$ cat src/rtl/hdmi_video_out.sv
// rtl/hdmi_video_out.sv - raster timing, show-ahead pixel FIFO and ADV7513 parallel bus driver
// Syncs, de, rgb and frame_start are registered together one cycle after the counter state.
module hdmi_video_out #(
  parameter int DW       = 16,
  parameter int H_SYNC   = 40,
  parameter int H_BP     = 220,
  parameter int H_ACT    = 1280,
  parameter int H_FP     = 110,
  parameter int V_SYNC   = 5,
  parameter int V_BP     = 20,
  parameter int V_ACT    = 720,
  parameter int V_FP     = 5,
  parameter int SYNC_POL = 1,
  parameter int FIFO_AW  = 5,
  parameter int LOW_WM   = 8,
  parameter int HIGH_WM  = 28
) (
  input  logic          clk,
  input  logic          rst_n,
  input  logic          rdy,
  input  logic [1:0]    mode,
  input  logic [DW-1:0] solid_rgb,
  input  logic [DW-1:0] rgb_din,
  input  logic          rgb_din_vld,
  input  logic          clr_status,
  output logic          hdmi_req,
  output logic          hdmi_hsync,
  output logic          hdmi_vsync,
  output logic          hdmi_de,
  output logic          hdmi_clk,
  output logic [DW-1:0] hdmi_rgb,
  output logic          frame_start,
  output logic          underflow,
  output logic          overflow,
  output logic [15:0]   underflow_cnt
);

  localparam int H_TOT = H_SYNC + H_BP + H_ACT + H_FP;
  localparam int V_TOT = V_SYNC + V_BP + V_ACT + V_FP;
  localparam logic [15:0] H_LAST   = 16'(H_TOT - 1);
  localparam logic [15:0] HS_END   = 16'(H_SYNC);
  localparam logic [15:0] HA_BEG   = 16'(H_SYNC + H_BP);
  localparam logic [15:0] HA_END   = 16'(H_SYNC + H_BP + H_ACT);
  localparam logic [15:0] V_LAST   = 16'(V_TOT - 1);
  localparam logic [15:0] VS_END   = 16'(V_SYNC);
  localparam logic [15:0] VA_BEG   = 16'(V_SYNC + V_BP);
  localparam logic [15:0] VA_END   = 16'(V_SYNC + V_BP + V_ACT);
  localparam logic [15:0] BAR_LAST = 16'(H_ACT / 8 - 1);
  localparam int DEPTH = 1 << FIFO_AW;
  localparam logic [FIFO_AW:0] FULL_C  = (FIFO_AW + 1)'(DEPTH);
  localparam logic [FIFO_AW:0] LOW_C   = (FIFO_AW + 1)'(LOW_WM);
  localparam logic [FIFO_AW:0] HIGH_C  = (FIFO_AW + 1)'(HIGH_WM);
  localparam logic [FIFO_AW:0] CNT_ONE = (FIFO_AW + 1)'(1);
  localparam logic [FIFO_AW-1:0] PTR_ONE = FIFO_AW'(1);
  localparam logic SYNC_ON = (SYNC_POL != 0);
  localparam int RW = (DW == 24) ? 8 : 5;
  localparam int GW = (DW == 24) ? 8 : 6;

  logic                run_q, run_d;
  logic [15:0]         h_cnt_q, h_cnt_d, v_cnt_q, v_cnt_d;
  logic [1:0]          mode_q, mode_d;
  logic [15:0]         bar_cnt_q, bar_cnt_d;
  logic [2:0]          bar_idx_q, bar_idx_d;
  logic [DW-1:0]       mem_q [DEPTH];
  logic [FIFO_AW-1:0]  wr_ptr_q, wr_ptr_d, rd_ptr_q, rd_ptr_d;
  logic [FIFO_AW:0]    count_q, count_d;
  logic                hsync_q, hsync_d, vsync_q, vsync_d, de_q, de_d, fs_q, fs_d;
  logic [DW-1:0]       rgb_q, rgb_d;
  logic                req_q, req_d, unf_q, unf_d, ovf_q, ovf_d;
  logic [15:0]         unf_cnt_q, unf_cnt_d;

  logic h_act, v_act, de_c, stream, empty, full, push, pop, unf_evt, ovf_evt;
  logic [DW-1:0] bar_rgb;

  always_comb begin
    h_act   = (h_cnt_q >= HA_BEG) && (h_cnt_q < HA_END);
    v_act   = (v_cnt_q >= VA_BEG) && (v_cnt_q < VA_END);
    de_c    = run_q && h_act && v_act;
    stream  = (mode_q == 2'd0);
    empty   = (count_q == '0);
    full    = (count_q == FULL_C);
    push    = rgb_din_vld && !full;
    pop     = de_c && stream && !empty;
    ovf_evt = rgb_din_vld && full;
    unf_evt = de_c && stream && empty;
    // Bar colours are just on/off per component: R off for idx 2,3,6,7, G off for 4..7, B off for odd.
    bar_rgb = {{RW{~bar_idx_q[1]}}, {GW{~bar_idx_q[2]}}, {RW{~bar_idx_q[0]}}};
  end

  always_comb begin
    run_d   = run_q | rdy;
    h_cnt_d = h_cnt_q;
    v_cnt_d = v_cnt_q;
    if (run_q) begin
      if (h_cnt_q == H_LAST) begin
        h_cnt_d = '0;
        v_cnt_d = (v_cnt_q == V_LAST) ? '0 : v_cnt_q + 16'd1;
      end else begin
        h_cnt_d = h_cnt_q + 16'd1;
      end
    end
    mode_d = mode_q;
    if ((!run_q && rdy) || (run_q && h_cnt_q == '0 && v_cnt_q == '0)) mode_d = mode;

    bar_cnt_d = '0;
    bar_idx_d = '0;
    if (h_act) begin
      if (bar_cnt_q == BAR_LAST) begin
        bar_idx_d = bar_idx_q + 3'd1;
      end else begin
        bar_cnt_d = bar_cnt_q + 16'd1;
        bar_idx_d = bar_idx_q;
      end
    end
  end

  always_comb begin
    wr_ptr_d = push ? wr_ptr_q + PTR_ONE : wr_ptr_q;
    rd_ptr_d = pop ? rd_ptr_q + PTR_ONE : rd_ptr_q;
    count_d  = count_q;
    if (push && !pop) count_d = count_q + CNT_ONE;
    else if (pop && !push) count_d = count_q - CNT_ONE;

    hsync_d = (run_q && h_cnt_q < HS_END) ? SYNC_ON : ~SYNC_ON;
    vsync_d = (run_q && v_cnt_q < VS_END) ? SYNC_ON : ~SYNC_ON;
    de_d    = de_c;
    fs_d    = run_q && (h_cnt_q == '0) && (v_cnt_q == '0);
    rgb_d   = '0;
    if (de_c) begin
      case (mode_q)
        2'd0:    rgb_d = empty ? '0 : mem_q[rd_ptr_q];
        2'd1:    rgb_d = bar_rgb;
        default: rgb_d = solid_rgb;
      endcase
    end

    // Hysteresis between the two watermarks; the request holds its value in between.
    req_d = req_q;
    if (!run_q || !stream) req_d = 1'b0;
    else if (count_q <= LOW_C) req_d = 1'b1;
    else if (count_q >= HIGH_C) req_d = 1'b0;

    unf_d     = unf_q | unf_evt;
    ovf_d     = ovf_q | ovf_evt;
    unf_cnt_d = (unf_evt && unf_cnt_q != 16'hFFFF) ? unf_cnt_q + 16'd1 : unf_cnt_q;
    if (clr_status) begin
      unf_d     = 1'b0;
      ovf_d     = 1'b0;
      unf_cnt_d = '0;
    end
  end

  always_ff @(posedge clk) begin
    if (push) mem_q[wr_ptr_q] <= rgb_din;
  end

  always_ff @(posedge clk) begin
    if (!rst_n) begin
      run_q     <= 1'b0;
      h_cnt_q   <= '0;
      v_cnt_q   <= '0;
      mode_q    <= '0;
      bar_cnt_q <= '0;
      bar_idx_q <= '0;
      wr_ptr_q  <= '0;
      rd_ptr_q  <= '0;
      count_q   <= '0;
      hsync_q   <= ~SYNC_ON;
      vsync_q   <= ~SYNC_ON;
      de_q      <= 1'b0;
      fs_q      <= 1'b0;
      rgb_q     <= '0;
      req_q     <= 1'b0;
      unf_q     <= 1'b0;
      ovf_q     <= 1'b0;
      unf_cnt_q <= '0;
    end else begin
      run_q     <= run_d;
      h_cnt_q   <= h_cnt_d;
      v_cnt_q   <= v_cnt_d;
      mode_q    <= mode_d;
      bar_cnt_q <= bar_cnt_d;
      bar_idx_q <= bar_idx_d;
      wr_ptr_q  <= wr_ptr_d;
      rd_ptr_q  <= rd_ptr_d;
      count_q   <= count_d;
      hsync_q   <= hsync_d;
      vsync_q   <= vsync_d;
      de_q      <= de_d;
      fs_q      <= fs_d;
      rgb_q     <= rgb_d;
      req_q     <= req_d;
      unf_q     <= unf_d;
      ovf_q     <= ovf_d;
      unf_cnt_q <= unf_cnt_d;
    end
  end

  assign hdmi_req      = req_q;
  assign hdmi_hsync    = hsync_q;
  assign hdmi_vsync    = vsync_q;
  assign hdmi_de       = de_q;
  assign hdmi_clk      = ~clk;
  assign hdmi_rgb      = rgb_q;
  assign frame_start   = fs_q;
  assign underflow     = unf_q;
  assign overflow      = ovf_q;
  assign underflow_cnt = unf_cnt_q;

endmodule

$ cat config.mk
export PLATFORM = sky130hd
export DESIGN_NAME = hdmi_video_out
export DESIGN_NICKNAME = d
export VERILOG_FILES = /design/src/rtl/hdmi_video_out.sv
export SDC_FILE = /design/constraint.sdc
export NUM_CORES = 1
export LEC_CHECK = 0
export BUFFER_PORTS_ARGS = -buffer_cell sky130_fd_sc_hd__clkbuf_2
export CAP_MARGIN = 40
export CORE_MARGIN = 4
export CORE_UTILIZATION = 56
export CTS_CLUSTER_SIZE = 28
export DETAILED_ROUTE_END_ITERATION = 7
export PLACE_DENSITY = 0.86
export SLEW_MARGIN = 20
export SYNTH_ARGS = -nofsm -noshare
export SYNTH_HDL_FRONTEND = slang
export SYNTH_SLANG_ARGS = --single-unit
export TNS_END_PERCENT = 10
$ cat constraint.sdc
create_clock -name clk -period 3.7 [get_ports clk]
set_clock_uncertainty 0.15 [all_clocks]
set_input_delay 0.74 -clock clk [delete_from_list [all_inputs] [get_ports clk]]
set_output_delay 0.74 -clock clk [all_outputs]
set_load 0.01 [all_outputs]
# ---- After elaboration in Yosys (flattened, before gate mapping)
# Memories as Yosys holds them, arrays and structs flattened. A register that Yosys moved wholly into a read port is not among the register bits.
# Cells that the tools add are included.
dict set report classes {
  order_cmp 8
  n_reduce_logical 37
  add_sub_neg 9
  n_eq_ne 6
  mux 14
  n_bitwise 9
}
# op count
set ops {}
lappend ops {{16-bit by 1-bit adder with 16-bit output, second input constant} 4}
lappend ops {{16-bit 2-to-1 mux} 3}
lappend ops {{16-bit logical NOT} 2}
lappend ops {{16-bit one-hot mux with 2 select lines} 1}
lappend ops {{1-bit logical AND} 17}
lappend ops {{16-bit by 10-bit equality test with 1-bit output, second input constant} 1}
lappend ops {{16-bit by 11-bit equality test with 1-bit output, second input constant} 1}
lappend ops {{16-bit by 8-bit equality test with 1-bit output, second input constant} 1}
lappend ops {{16-bit by 5-bit >= comparator with 1-bit output, second input constant} 1}
lappend ops {{16-bit by 9-bit >= comparator with 1-bit output, second input constant} 1}
lappend ops {{16-bit by 10-bit < comparator with 1-bit output, second input constant} 1}
lappend ops {{16-bit by 11-bit < comparator with 1-bit output, second input constant} 1}
lappend ops {{16-bit by 3-bit < comparator with 1-bit output, second input constant} 1}
lappend ops {{16-bit by 6-bit < comparator with 1-bit output, second input constant} 1}
lappend ops {{16-bit inequality test, second input constant} 1}
lappend ops {{6-bit 2-to-1 mux} 2}
lappend ops {{5-bit by 1-bit adder with 5-bit output, second input constant} 2}
lappend ops {{5-bit 2-to-1 mux} 2}
lappend ops {{6-bit by 1-bit adder with 6-bit output, second input constant} 1}
lappend ops {{6-bit equality test, second input constant} 1}
lappend ops {{6-bit by 5-bit >= comparator with 1-bit output, second input constant} 1}
lappend ops {{6-bit by 4-bit <= comparator with 1-bit output, second input constant} 1}
lappend ops {{1-bit logical NOT} 6}
lappend ops {{6-bit logical NOT} 1}
lappend ops {{other kinds (12)} 29}
dict set report word_totals {
  n_memories 1
  reg_bits 109
  ram_bits 512
  input_bits 39
  wordCells 102
  out_inout_bits 40
}
# memory depth word_bits rd rd_clocked_by_memory_dff wr line_no
set memory_table {}
lappend memory_table {mem_q 32 16 1 1 1 64} ;# logic [DW-1:0] mem_q [DEPTH];

# ---- Longest topological paths before layout
# Gate-level depths: netlist (run 1).
dict set report depth {
  depth_word 9
  mapped_depth 16
  depth_no_buf 15
}

==> metrics, run 1 <==
vias per std cell 6.31; final hold vios 0; Worst Setup Path Type reg -> reg; drt pass-1 iters 7; post-synth top area cell edfxtp_1; initial antenna violation count 1; clk buf depth 3; Nets 1,697; synth warn 0; CTS Buf Count 57; fin area 0.0283 mm2; Worst Max-Slew Pin Slew 808 ps; critical path's slowest cell or3b_2; DRC viols 0; footprint of the multi-input gates 0.00685 mm2; Port-buffer cells 78; Net Count, Synth 1,561; gr busiest metal met2; synthesized area 0.0249 mm2; Initial DRC Count 1,902; GRT met2 Usage 39.4%; Setup-failing EPs final 0; GRT met1 Usage 32.5%; Clock Latency Late Sink 620 ps; Post-synth EDFFs 512; worst vdd rail ir drop 0.000540 V; setup_tns 0 ps; Final period util 96.1%; Total Power 0.0148 W; WP data arrival 3870 ps; pwr dens 523 mW/mm2; final core utilization 65.1%; CTS tree yes; P_leak 9.03 nW; Synth top area share 61.8%; clk root buf clkbuf_16; critical-path cell list inv_1, ha_1, or3b_2, a311oi_1, a211o_1, or3_1, ha_4, inv_1, ha_1, a21o_1, a21oi_2, o21ai_0, o311ai_2, xnor2_1, nor2_1; startpoint types register; first-pass GRT wire length 86.6 mm; prevailing post-synth register cell edfxtp_1; met3 GRT Util 4.94%; WP data required 4010 ps; synthesized flop and latch total 626; Fillers 2,793; worst min path class in -> reg; total congestion overflow 0; CP max FO 6; Starting Density 57.2%; CP Capture Type register; row cnt 76; routed len/inst 25.1 um; die area 0.0478 mm2; Core ar. 0.0435 mm2; crit path time final 3560 ps; Synth Area per Inst 16.6 um2; delay of the slowest critical-path stage 430 ps; H-tree lvl count 2; Die X 219 um; final slew viol count 0; Worst-path clk slew 60 ps; remaining antenna violation count 0; routability cong. 0.904; worst hold slack 244 ps; Area contributors post-synth edfxtp_1, mux4_2, dfxtp_1; Gate Count Post-Synth 1,501; status finished clean; Overall Global Routing Usage 24.0%; number of global-route vias before repair 14,400; Sequential cell area 0.0177 mm2; Seq/Total Area, Yosys 71.0%; share of layout cells above drive strength 1 21.7%; io pins 79; Die Span Y 219 um; post-synth cell types 61; synth-to-layout area growth 13.9%; ys async rst share 0%; max cap viols 0; Max Fclk 281 MHz; Post-DP Area 0.0263 mm2; DP HPWL 34.4 mm; Slew Limit Headroom 46.0%; Vias 14,300; largest net degree at the start of global routing 41; Routed WL 56.9 mm
## layout by cell type (no fill, tap or decap), drive strengths merged, types with 12 or more instances in the layout
| cell | instances |
|---|---|
| dfxtp | 114 |
| nand4 | 19 |
| nor2 | 151 |
| xnor2 | 24 |
| clkinv | 26 |
| a221oi | 15 |
| ha | 20 |
| a22oi | 12 |
| a211oi | 12 |
| edfxtp | 512 |
| nand3 | 35 |
| o22ai | 14 |
| mux2i | 68 |
| inv | 27 |
| or3 | 14 |
| nor4 | 14 |
| a21oi | 36 |
| mux4 | 113 |
| nor3 | 17 |
| buf | 67 |
| o21ai | 30 |
| clkbuf | 145 |
| nand2 | 61 |
| xor2 | 34 |
## final timing paths
kind	from	to	slack [ps]	depth (start not counted)
worst min register to register	bar_cnt_q[0]	bar_cnt_q[0]	310	1
worst min-delay path	rdy	run_q	240	3
worst max register to register	v_cnt_q[1]	count_q[5]	140	15
worst max-delay path	v_cnt_q[1]	count_q[5]	140	15
## Yosys cell counts, types with 17 or more instances
master / number
nand2_1: 61
nor3_1: 17
edfxtp_1: 512
nor2_1: 150
nand3_1: 34
mux2i_1: 68
xnor2_1: 24
xor2_1: 34
ha_1: 20
mux4_2: 113
inv_1: 25
a21oi_1: 36
nand4_1: 19
dfxtp_1: 114
clkbuf_1: 38
o21ai_0: 22
## report_power, final
part	switching, W	internal (W)	leakage, nW
Clock	0.00261	0.00345	0.944
Sequential	0.0000663	0.00773	5.53
Combinational	0.000611	0.000328	2.55
Total	0.00329	0.0115	9.03
## cell families (layout without fill, tap and decap cells)
group,count (synthesis),count (layout),share of synthesized area (%)
other cells,0,1,0
fa+ha+maj,21,21,1.09
buf+inv,94,278,1.54
flops,626,626,71.0
xor+xnor,58,58,2.04
mux,181,181,13.0
compound gates,153,153,4.06
simple gates,368,368,7.27
## state kept, by name, indices dropped and copies added (netlist names), 2 cells and up, named ones only
signal         flops
mem_q            512
bar_cnt_q         16
h_cnt_q           16
hdmi_rgb          16
underflow_cnt     16
v_cnt_q           16
count_q            6
rd_ptr_q           5
wr_ptr_q           5
bar_idx_q          3
mode_q             2
## worst max-delay path: cells and delay by family, from the launching register on
| family | cells | cell delay (ps) |
|---|---|---|
| AO/OA/AOI/OAI | 6 | 1180 |
| adder cells (fa/ha/maj) | 3 | 680 |
| AND/OR/NAND/NOR | 3 | 640 |
| flip-flops | 1 | 380 |
| buffers and inverters | 2 | 220 |
| XOR/XNOR | 1 | 160 |
## stage by stage
step / cells / worst slack [ps]
CTS: 2267 / 114
finish: 2271 / 144
detailed placement: 2160 / 138
global route: 2270 / -14.1
global placement: 2158 / 256
floorplan: 1501 / 201
## layout make-up
| type | instances | share of cell area (%) |
|---|---|---|
| well taps | 585 | 2.59 |
| repair buffers | 145 | 3.61 |
| flip-flops and latches | 626 | 62.4 |
| inverters | 24 | 0.318 |
| diodes | 1 | 0.00884 |
| clock inverters | 42 | 1.61 |
| clock buffers | 67 | 5.25 |
| multi-input cells | 781 | 24.2 |
## metal layers
| metal | up-vias | share of wire, % | routed length (um) |
|---|---|---|---|
| li1 | 6175 | - | - |
| met1 | 7161 | 37 | 21300 |
| met2 | 857 | 49 | 27900 |
| met3 | 144 | 10 | 5790 |
| met4 | 0 | 3.4 | 1940 |
| met5 | - | 0 | 0 |
## timing repair
item,in CTS,in global routing
hold buffers,0,0
resized for setup,0,6
endpoints found under the setup margin,0,2
buffers inserted,0,1
No activity file was read; power rests on OpenSTA's default activity.
==> run 2, diff against run 1 <==
--- a/config.mk
+++ b/config.mk
@@ -12,6 +12,7 @@
 export CTS_CLUSTER_SIZE = 28
 export DETAILED_ROUTE_END_ITERATION = 7
 export PLACE_DENSITY = 0.86
+export RECOVER_POWER = 50
 export SLEW_MARGIN = 20
 export SYNTH_ARGS = -nofsm -noshare
 export SYNTH_HDL_FRONTEND = slang
==> run 2 against run 1 <==
Effect of this change: the flow now finishes with violations (capacitance limit, slew limit); die area is the same; non-clock buffer count is the same; sequential power is essentially flat; register-to-register slack is essentially flat; setup slack is essentially flat; global-route usage is the same; cell area shrank 0.34%; via count grew 0.47%; hold slack gained 1.5 ps; maximum frequency is essentially flat; utilization shrank 0.22 points; first-iteration DRC count shrank 1.7%; largest cell class unchanged; highest routed layer unchanged.
==> metrics, run 2 (synthesis gave the netlist of run 1 again) <==
CP Buf/Inv Count 2; Net Sw Frac 22.3%; Slew Limit Headroom -15.7%; CTS Buf Count 57; Int Pwr 0.0115 W; Die Span Y 219 um; status finished, violations left; quantity of hold-fixing buffers added after cts 0; Core ar. 0.0435 mm2; critical path depth in cells 15; worst setup margin 144 ps; number of global-route vias before repair 14,400; CP Capture Type register; Starting Density 57.2%; Clk pwr share 41.0%; total congestion overflow 0; delay of the slowest critical-path stage 430 ps; Inst Count DP 2,160; Final period util 96.1%; footprint of the multi-input gates 0.00685 mm2; startpoint types register; number of cells on the worst hold path 3; remaining antenna violation count 0; crit path time final 3560 ps; Die X 219 um; Nets 1,697; worst vdd rail ir drop 0.000541 V; Switching Power 0.00329 W; first-pass GRT wire length 86.6 mm; H-tree lvl count 2; clk root buf clkbuf_16; commonest non-fill, non-tap cell in the layout edfxtp_1; failing checks capacitance limit, slew limit; share of layout cells above drive strength 1 17.9%; worst min path class in -> reg; clk buf depth 3; WP data required 4010 ps; Post-Layout Cell Count 2,271; R2R depth 15; max cap viols 8; P_leak 8.82 nW; largest net degree at the start of global routing 41; DRC viols 0; io pins 79; dpl ws 138 ps; Fillers 2,839; Sequential cell area 0.0177 mm2; critical-path cell list inv_1, ha_1, or3b_2, a311oi_1, a211o_1, or3_1, ha_4, inv_1, ha_1, a21o_1, a21oi_2, o21ai_0, o311ai_2, xnor2_1, nor2_1; Setup-failing EPs final 0; Overall Global Routing Usage 24.0%; critical path's slowest cell or3b_2; die area 0.0478 mm2; initial antenna violation count 1; Worst Setup Path Type reg -> reg; combinational power share 6.3%; row cnt 76; Clock Latency Late Sink 620 ps; setup_tns 0 ps; Vias 14,400; final slew viol count 264; CP max FO 6; routability cong. 0.904; final hold vios 0; Port-buffer cells 78; synth-to-layout area growth 13.5%; Initial DRC Count 1,870; Worst Max-Slew Pin Slew 1740 ps; Reg power frac 52.7%; Routed WL 56.8 mm; most frequent cells in the layout edfxtp_1, nor2_1, mux4_2; vias per std cell 6.34; routed len/inst 25.0 um; DP HPWL 34.4 mm; pwr dens 525 mW/mm2; max reg flops 512; Max Fclk 281 MHz; critical path's top delay family compound AO/OA/AOI/OAI gates; worst hold slack 246 ps; drt pass-1 iters 6; Most flops, register mem_q; WP data arrival 3870 ps; CTS tree yes; Worst-path clk slew 60 ps
## run 2: cell count changes in the layout (fill, tap and decap cells not counted)
cell / before / now
clkbuf_2: 79 / 23
buf_4: 54 / 47
clkbuf_1: 7 / 70
## run 2: area by class of cell
type / instances / share of cell area, %
sequential: 626 / 62.6
multi-input combinational: 781 / 24.3
clock buffer: 67 / 5.27
timing repair buffer: 145 / 3.28
tap: 585 / 2.60
clock inverter: 42 / 1.62
inverter: 24 / 0.319
antenna: 1 / 0.00887
## run 2: through the flow
step | utilization (%) | total power [W] | area, um2
finish | 64.9 | 0.0148 | 28200
global route | 64.9 | 0.0153 | 28200
CTS | 65.0 | 0.0148 | 28200
detailed placement | 60.5 | 0.00885 | 26300
global placement | 60.5 | 0.00879 | 26300
floorplan | - | 0.00845 | 24900
## run 2: routing by layer
| metal | vias to the layer above | GRT usage, % | wire (um) |
|---|---|---|---|
| met5 | - | 0 | 0 |
| met4 | 0 | 8.01 | 1930 |
| met3 | 138 | 4.94 | 5480 |
| met2 | 839 | 39.4 | 27800 |
| met1 | 7248 | 32.5 | 21600 |
| li1 | 6179 | - | - |
## run 2: power groups by stage
stage / clock (W) / sequential [W] / combinational, W
after floorplan: 0.0000106 / 0.00793 / 0.000513
after global placement: 0.0000201 / 0.00794 / 0.000836
after detailed placement: 0.0000201 / 0.00795 / 0.000882
after CTS: 0.00614 / 0.00780 / 0.000891
after global routing: 0.00645 / 0.00781 / 0.00101
final: 0.00607 / 0.00780 / 0.000928
## run 2: worst reg2reg max path: stages, from the launching register on
cell	delay, ps
dfxtp_1	380
inv_1	110
ha_1	210
or3b_2	430
a311oi_1	280
a211o_1	190
or3_1	160
ha_4	180
inv_1	110
ha_1	300
a21o_1	190
a21oi_2	240
o21ai_0	160
o311ai_2	120
xnor2_1	160
nor2_1	50
## run 2: worst paths after layout
| path | startpoint | end | slack [ps] |
|---|---|---|---|
| worst max-delay path | v_cnt_q[1] | count_q[5] | 140 |
| worst min register to register | bar_cnt_q[0] | bar_cnt_q[0] | 310 |
| worst min-delay path | rdy | run_q | 250 |
| worst max register to register | v_cnt_q[1] | count_q[5] | 140 |
## run 2: what timing repair did
item | CTS | global route
setup buffers | 0 | 1
hold endpoints to repair | 0 | 0
gates resized for setup | 0 | 6
endpoints found under the setup margin | 0 | 2
==> run 3, diff against run 2 <==
--- a/config.mk
+++ b/config.mk
@@ -8,10 +8,10 @@
 export BUFFER_PORTS_ARGS = -buffer_cell sky130_fd_sc_hd__clkbuf_2
 export CAP_MARGIN = 40
 export CORE_MARGIN = 4
-export CORE_UTILIZATION = 56
+export CORE_UTILIZATION = 60
 export CTS_CLUSTER_SIZE = 28
 export DETAILED_ROUTE_END_ITERATION = 7
-export PLACE_DENSITY = 0.86
+export PLACE_DENSITY_LB_ADDON = 0.08
 export RECOVER_POWER = 50
 export SLEW_MARGIN = 20
 export SYNTH_ARGS = -nofsm -noshare
==> constraint.sdc (replaced) <==
create_clock -name clk -period 4.2 [get_ports clk]
set_clock_uncertainty 0.15 [all_clocks]
set_input_delay 0.84 -clock clk [delete_from_list [all_inputs] [get_ports clk]]
set_output_delay 0.84 -clock clk [all_outputs]
set_load 0.01 [all_outputs]
==> run 3 against run 2 <==
Effect of this change: the run now ends clean; via count shrank 5.0%; setup slack gained 190 ps; non-clock buffer count fell by 7; critical endpoint is now hdmi_clk.
==> metrics, run 3 (synthesis gave the netlist of run 1 again) <==
status finished clean; quantity of hold-fixing buffers added after cts 0; Fillers 2,750; met3 GRT Util 4.33%; largest net degree at the start of global routing 39; Setup-failing EPs final 0; row cnt 74; final hold vios 0; final slew viol count 0; fin area 0.0280 mm2; hold endpoint underflow; reg2reg setup slack 620 ps; share of layout cells above drive strength 1 17.8%; die area 0.0448 mm2; first-pass GRT wire length 82.3 mm; Nets 1,693; CP Capture Type output port; initial antenna violation count 0; Vias 13,700; R2R Path Start v_cnt_q[0]; max cap viols 0; min-delay src underflow; Post-DP Area 0.0261 mm2; RSZ-0062 raised after global routing no; io pins 79; worst vdd rail ir drop 0.000425 V; Most flops, register mem_q; P_leak 8.81 nW; total congestion overflow 0; vias per std cell 6.17; startpoint types clock port; Initial DRC Count 1,488; Worst Max-Slew Pin Slew 1480 ps; CTS tree yes; Starting Density 60.7%; clk buf depth 3; post-CTS setup buffer count 0; Routed WL 53.3 mm; footprint of the multi-input gates 0.00682 mm2; routability cong. 0.851; R2R depth 15; number of cells on the worst hold path 2; Die X 212 um; setup_tns 0 ps; synth-to-layout area growth 12.6%; H-tree lvl count 2; worst min path class reg -> reg; Worst-path clk slew 60 ps; GRT met1 Usage 35.7%; number of global-route vias before repair 13,600; Port-buffer cells 78; Clock Latency Late Sink 630 ps; most frequent cells in the layout edfxtp_1, nor2_1, mux4_2; CTS Buf Count 60; remaining antenna violation count 0; max reg flops 512; gr busiest metal met2; commonest non-fill, non-tap cell in the layout edfxtp_1; CP max FO 16; clk root buf clkbuf_16; Sequential cell area 0.0177 mm2; pwr dens 462 mW/mm2; Die Span Y 212 um; GRT met2 Usage 38.9%; drt pass-1 iters 6; routed len/inst 24.1 um; n_diodes 0; Worst Setup Path Type clk -> out; DP HPWL 33.1 mm; DRC viols 0; WP data required 3210 ps; Core ar. 0.0409 mm2; Slew Limit Headroom 1.33%; RR Endpoint count_q[5]; WP data arrival 2870 ps; CTS resizes 0; Overall Global Routing Usage 24.3%
run 3: changes by cell type in the layout (fill, tap and decap cells not counted), moves of 4 or more:
| cell | before | now |
|---|---|---|
| clkinv_2 | 10 | 16 |
| clkbuf_16 | 57 | 61 |
| clkinv_1 | 12 | 16 |
| buf_4 | 47 | 52 |
| clkbuf_2 | 23 | 29 |
| buf_12 | 10 | 2 |
| clkbuf_1 | 70 | 65 |
run 3: routing by layer:
| metal | share of wire [%] | up-vias |
|---|---|---|
| li1 | - | 6172 |
| met1 | 43 | 6996 |
| met2 | 48 | 444 |
| met3 | 7.3 | 71 |
| met4 | 1.7 | 0 |
| met5 | 0 | - |
run 3: metrics by stage:
stage | worst slack, ps | cells | utilization [%] | power (W) | hold WS, ps
floorplan | 701 | 1501 | - | 0.00745 | 280
detailed placement | 666 | 2103 | 63.8 | 0.00781 | 313
CTS | 305 | 2217 | 68.6 | 0.0130 | 309
finish | 338 | 2217 | 68.4 | 0.0129 | 327
global placement | 768 | 2101 | 63.8 | 0.00778 | 299
global route | 288 | 2217 | 68.4 | 0.0134 | 329
run 3: final cells by class:
type	instances	share of cell area [%]
Multi-Input combinational cell	781	24.4
Sequential cell	626	63.1
Clock buffer	74	5.71
Clock inverter	42	1.26
Tap cell	532	2.38
Inverter	24	0.322
Timing Repair Buffer	138	2.83
run 3: power breakdown:
group / internal, W / leakage (nW) / switching (W)
Clock: 0.00301 / 0.964 / 0.00228
Combinational: 0.000258 / 2.31 / 0.000521
Sequential: 0.00682 / 5.54 / 0.0000576
Total: 0.0101 / 8.81 / 0.00285
run 3: worst max-delay path, stage by stage:
cell       delay [ps]
clkbuf_16         160
clkbuf_16         240
clkbuf_16         190
inv_1              50
clkbuf_2          120
run 3: worst max-delay path by stage:
stage               slack [ps]  depth (start not counted)    endpoint  startpoint
detailed placement         670                         14  count_q[5]  v_cnt_q[0]
global placement           770                         14  count_q[5]  v_cnt_q[0]
CTS                        310                          5    hdmi_clk         clk
global route               290                          5    hdmi_clk         clk
floorplan                  700                         15  count_q[5]  v_cnt_q[0]
finish                     340                          5    hdmi_clk         clk
